==> src/rtl/traffic_light_ctrl.sv <==
// Intersection phase controller: steps NS/EW vehicle and walk lights on the
// watch's seconds strobe. Day/night mode picks the green length, and a
// level-sensitive emergency input holds every approach at red.
module traffic_light_ctrl #(
  parameter int unsigned DAY_GREEN   = 5,
  parameter int unsigned NIGHT_GREEN = 10,
  parameter int unsigned YELLOW_TIME = 2,
  parameter int unsigned ALLRED_TIME = 1
) (
  input  logic       clk,
  input  logic       rst,
  input  logic       sec_tick,
  input  logic       day_or_night,
  input  logic       emg,
  output logic [2:0] ns_light,
  output logic [2:0] ew_light,
  output logic       ns_walk,
  output logic       ew_walk,
  output logic [2:0] phase,
  output logic [4:0] remaining
);

  typedef enum logic [2:0] {
    ALLRED_A  = 3'd0,
    NS_GREEN  = 3'd1,
    NS_YELLOW = 3'd2,
    ALLRED_B  = 3'd3,
    EW_GREEN  = 3'd4,
    EW_YELLOW = 3'd5,
    EMERGENCY = 3'd6
  } state_t;

  localparam logic [4:0] T_DAY   = 5'(DAY_GREEN);
  localparam logic [4:0] T_NIGHT = 5'(NIGHT_GREEN);
  localparam logic [4:0] T_YEL   = 5'(YELLOW_TIME);
  localparam logic [4:0] T_AR    = 5'(ALLRED_TIME);

  localparam logic [2:0] RED = 3'b100;
  localparam logic [2:0] YEL = 3'b010;
  localparam logic [2:0] GRN = 3'b001;

  state_t     state, state_nx;
  logic [4:0] rem, rem_nx;

  // Successor in the normal rotation.
  function automatic state_t seq_next(input state_t s);
    case (s)
      ALLRED_A:  seq_next = NS_GREEN;
      NS_GREEN:  seq_next = NS_YELLOW;
      NS_YELLOW: seq_next = ALLRED_B;
      ALLRED_B:  seq_next = EW_GREEN;
      EW_GREEN:  seq_next = EW_YELLOW;
      default:   seq_next = ALLRED_A;
    endcase
  endfunction

  // Duration loaded on entry; green length follows the mode at the entry edge.
  function automatic logic [4:0] dur(input state_t s, input logic night);
    case (s)
      NS_GREEN, EW_GREEN:   dur = night ? T_NIGHT : T_DAY;
      NS_YELLOW, EW_YELLOW: dur = T_YEL;
      EMERGENCY:            dur = 5'd0;
      default:              dur = T_AR;
    endcase
  endfunction

  // State and phase-timer register; reset wins over every other input.
  always_ff @(posedge clk) begin
    if (rst) begin
      state <= ALLRED_A;
      rem   <= T_AR;
    end else begin
      state <= state_nx;
      rem   <= rem_nx;
    end
  end

  // Next state/timer: emergency first, then recovery, then tick-driven timing.
  always_comb begin
    state_nx = state;
    rem_nx   = rem;
    if (emg) begin
      state_nx = EMERGENCY;
      rem_nx   = 5'd0;
    end else begin
      case (state)
        EMERGENCY: begin
          state_nx = ALLRED_A;
          rem_nx   = T_AR;
        end
        ALLRED_A, NS_GREEN, NS_YELLOW, ALLRED_B, EW_GREEN, EW_YELLOW: begin
          if (sec_tick) begin
            if (rem > 5'd1) begin
              rem_nx = rem - 5'd1;
            end else begin
              // remaining of 0 in a timed phase can only come from an upset;
              // treat it as expired so the rotation never stalls.
              state_nx = seq_next(state);
              rem_nx   = dur(seq_next(state), day_or_night);
            end
          end
        end
        default: begin
          state_nx = ALLRED_A;
          rem_nx   = T_AR;
        end
      endcase
    end
  end

  // Light/walk decode from the registered state only.
  always_comb begin
    ns_light = RED;
    ew_light = RED;
    ns_walk  = 1'b0;
    ew_walk  = 1'b0;
    case (state)
      NS_GREEN: begin
        ns_light = GRN;
        ns_walk  = 1'b1;
      end
      NS_YELLOW: ns_light = YEL;
      EW_GREEN: begin
        ew_light = GRN;
        ew_walk  = 1'b1;
      end
      EW_YELLOW: ew_light = YEL;
      default: ;
    endcase
  end

  assign phase     = 3'(state);
  assign remaining = rem;

endmodule

==> config.mk <==
export PLATFORM = sky130hd
export DESIGN_NAME = traffic_light_ctrl
export DESIGN_NICKNAME = d
export VERILOG_FILES = /design/src/rtl/traffic_light_ctrl.sv
export SDC_FILE = /design/constraint.sdc
export NUM_CORES = 1
export LEC_CHECK = 0
export ABC_CLOCK_PERIOD_IN_PS = 1350
export CAP_MARGIN = 40
export CORE_MARGIN = 2
export CORE_UTILIZATION = 38
export CTS_CLUSTER_DIAMETER = 100
export DETAILED_ROUTE_END_ITERATION = 10
export HOLD_SLACK_MARGIN = 0.1
export PLACE_DENSITY = 0.84
export SYNTH_ARGS = -nofsm -noshare
export SYNTH_HDL_FRONTEND = slang
export SYNTH_SLANG_ARGS = --single-unit
==> constraint.sdc <==
create_clock -name clk -period 1.35 [get_ports clk]
set_input_delay 0.135 -clock clk [delete_from_list [all_inputs] [get_ports clk]]
set_output_delay 0.135 -clock clk [all_outputs]
set_load 0.1 [all_outputs]
==> run metrics, run 1 <==
CTS sink cnt=8; Starting Density=41.9%; Mean Syn Cell Area=7.66 um2; IO Count=21; CTS H-tree depth=1; Die Width=~42 um; GP Congestion=0.833; count of buffers from port buffering=20; HPWL Detailed=1550 um; Die Height=42.4 um; Unique masters post-synth=35; total CTS buffers=3; sequential area share after synthesis=28.6%; error msg=[ERROR DPL-0033] detailed placement checks failed during check placement.; cts hold-fix bufs=0; Clock Tree Root=clkbuf_4; syn_nets=80; Cells after Synth=73; FF+latch count, synth=8; FFs w/ async S/R, synth=0%; yosys warns=0; # rows=13; Mapped Area=559 um2; status=did not finish; Post-synth EDFFs=0; # placed instances=118; CTS resizes=6; Main synth FF type=dfxtp_1; failing step=4_1_cts; postcts setup bufs=10; CTS Buffer Depth=2
-- stage by stage --
step / setup WS [ns] / cell area (um2) / utilization (%) / hold WS [ns]
2_1_floorplan: -0.779 / 759 / - / 0.194
3_3_place_gp: -0.169 / 1180 / 88.5 / 0.603
3_5_place_dp: -0.230 / 1180 / 88.5 / 0.602
-- Yosys cell counts (2+ instances only) --
library cell,n,area (um2)
clkbuf_1,3,11.3
o21ai_0,3,15.0
nor3b_1,2,15.0
inv_1,4,15.0
mux2_2,2,22.5
nor3_1,2,10.0
ha_1,2,25.0
dfxtp_1,8,160
nand2_1,9,33.8
nor2_1,9,33.8
a21oi_1,5,25.0
-- cells by family after synthesis --
family          count (synthesis)  synth area share [%]
mux                             3                  5.82
xor+xnor                        2                  3.13
buf+inv                         9                  6.93
fa+ha+maj                       2                  4.47
flops                           8                  28.6
compound gates                 15                  18.3
simple gates                   34                  32.7
==> inputs of run 2 (changes only) <==
Settings changed: ABC_CLOCK_PERIOD_IN_PS 1350 to 1760, CORE_AREA set to 2 2 63 65, CORE_MARGIN 2 to unset, CORE_UTILIZATION 38 to unset, CTS_CLUSTER_DIAMETER 100 to unset, DIE_AREA set to 0 0 65 67, HOLD_SLACK_MARGIN 0.1 to unset, PLACE_DENSITY 0.84 to unset, PLACE_DENSITY_LB_ADDON set to 0.15.
Clock period 1.35 ns to 1.76 ns, I/O delays scaled along.
==> run metrics, run 2 <==
CP arrival=1.77 ns; Starting Density=15.5% (was 41.9%); Routed Antenna Nets=0; FFs w/ async S/R, synth=0% (unchanged); CP startpoint kind=flop; area leader, netlist=dfxtp_1 (unchanged); Die Width=65 um (was 42.4 um); Post-synth EDFFs=0 (unchanged); Reg2Reg Setup Slack=0.16 ns; layout cells sized above 1=46.2%; final worst clock skew=0.00325 ns; total CTS buffers=3 (unchanged); hold slack=about 0.49 ns; hold crit path type=flop to flop; routed length per instance=around 11 um; Worst slew margin=between 70 and 80%; Worst R2R Path Depth=6; fin. max-slew vios=0; CTS tree=built; RR Startpoint=remaining[1]$_SDFFE_PP0P_; Core Area=around 3600 um2; IR Drop Worst-Case VDD=204 uV; Clock Tree Root=clkbuf_8 (was clkbuf_4); yosys warns=0 (unchanged); 1st-pass router iterations=4; Die Height=67 um (was 42.4 um); worst-path cell chain=inv_1 > ha_1 > o21bai_1 > and2_0 > or3_1 > a21oi_2; Total Nets Final=101; top sig layer=met4; RSZ-0062 raised after global routing=false; GP Congestion=0.754 (was 0.833); Mapped Area=559 um2 (unchanged); WL final=1480 um; family with the most delay on the worst path=simple AND/OR/NAND/NOR gates; worst skew pair latency=0.23 ns; commonest non-fill, non-tap cell in the layout=buf_12; sequential area share after synthesis=28.6% (unchanged); Yosys top cell area share=28.6% (unchanged); Unique masters post-synth=35 (unchanged); count of buffers from port buffering=20 (unchanged); drt drc=0; CTS sink cnt=8 (unchanged); min-delay src=remaining[4]$_SDFFE_PP0P_; vias in the first global route=just over 500; Final setup violation count=0; met3 routed WL=around 90 um; met2 wire length=715 um; FF+latch count, synth=8 (unchanged); Critical Path Fanout Max=6; CTS Buffer Depth=2 (unchanged); Hold Crit Depth=2; largest net degree at the start of global routing=11; Layout area overhead=85.0%; Mean Syn Cell Area=7.66 um2 (unchanged); max reg flops=5; final period utilization=between 90% and 100%; fin crit period=1.60 ns; top cells by area, synth=dfxtp_1 29%, nand2_1 6.0%, nor2_1 6.0% (unchanged); # placed instances=137 (was 118); cts hold-fix bufs=0 (unchanged); power per cell area=836 nW/um2; # diodes=0; leakage power=~0.39 nW; WP buf/inv=1; R2R Path End=remaining[4]$_SDFFE_PP0P_; Final Hold Fails=0; Cells after Synth=73 (unchanged); Placement Setup Slack=0.102 ns (was -0.230 ns); via count=582; Worst path max stage delay=around 0.4 ns; first-pass GRT wire length=2410 um; Metal-1 WL=648 um; commonest non-fill, non-tap cells in the layout=11 x buf_12, 8 x nand2_1, 6 x buf_4; DRT iter0 DRCs=18; Main synth FF type=dfxtp_1 (unchanged); Crit. End Element=flop; antenna violations before repair=0; Clock transition at path regs=~0.05 ns; CTS resizes=0 (was 6); # rows=22 (was 13); status=complete, no violations (was did not finish); Remaining Overflow, GRT=0; Worst-Margin Slew=0.385 ns; slack of the critical path=0.157 ns; vias per cell=4.13; critical path class=flop to flop; IO Count=21 (unchanged); postcts setup bufs=0 (was 10); syn_nets=80 (unchanged); GRT Util Overall=7.52%; Max Fclk=just over 600 MHz; crit path max-delay cell type=or3_1; Worst Hold End=remaining[4]$_SDFFE_PP0P_; CTS H-tree depth=1 (unchanged); critical path data required time=1.92 ns; Layout fillers=385; Die Area=4360 um2; Commonest cells post-synth=9 x nand2_1, 9 x nor2_1, 8 x dfxtp_1 (unchanged); max_cap viols=0; HPWL Detailed=1210 um (was 1550 um); Finished Layout Cells=141
run 2: cell families after synthesis:
kind of cell    share of synthesized area, %
xor+xnor                                3.13
compound gates                          18.3
flops                                   28.6
mux                                     5.82
simple gates                            32.7
buf+inv                                 6.93
fa+ha+maj                               4.47
run 2: layout make-up:
type                    count  area [um2]  area share [%]
repair buffers             21         305            29.5
well taps                  48        60.1            5.80
clock buffers               4        45.0            4.35
multi-input cells          56         429            41.5
inverters                   4        15.0            1.45
flip-flops and latches      8         180            17.4
run 2: stage by stage:
step	util, %	total power, mW	TNS, ns	instance area (um2)
2_1_floorplan	-	0.525	-0.673	696
3_3_place_gp	27.4	0.632	0	990
3_5_place_dp	27.4	0.632	0	990
4_1_cts	28.7	0.875	0	1030
5_1_grt	28.7	0.916	0	1030
6_report	28.7	0.865	0	1030
run 2: worst reg2reg max path, cell delays in order, from the launching register on:
cell	delay, ns
dfxtp_4	0.36
inv_1	0.06
ha_1	0.17
o21bai_1	0.17
and2_0	0.26
or3_1	0.40
a21oi_2	0.12
run 2: metal layers:
metal / vias to the layer above / track usage, %
li1: 295 / -
met1: 267 / 9.20
met2: 18 / 10.8
met3: 2 / 3.04
met4: 0 / 4.79
met5: - / 0
run 2: how the worst max path moves through the flow:
stage                                         start                   endpoint  slack, ns  depth (start not counted)
final                     remaining[1]$_SDFFE_PP0P_  remaining[4]$_SDFFE_PP0P_       0.16                          6
after global routing      remaining[1]$_SDFFE_PP0P_  remaining[4]$_SDFFE_PP0P_       0.04                          6
after CTS                 remaining[1]$_SDFFE_PP0P_  remaining[4]$_SDFFE_PP0P_       0.15                          6
after detailed placement                   sec_tick  remaining[3]$_SDFFE_PP0P_       0.10                          5
after global placement                     sec_tick  remaining[4]$_SDFFE_PP0P_       0.14                          4
after floorplan               phase[0]$_SDFFE_PP0P_                ns_light[2]      -0.41                          3
run 2: power breakdown:
part	switching, mW	total [mW]	leakage (nW)	internal (mW)
logic	0.255	0.398	0.295	0.143
registers	0.0349	0.228	0.0696	0.193
clock network	0.0813	0.239	0.0228	0.158
total	0.371	0.865	0.388	0.494
No activity file was read; power rests on OpenSTA's default activity.
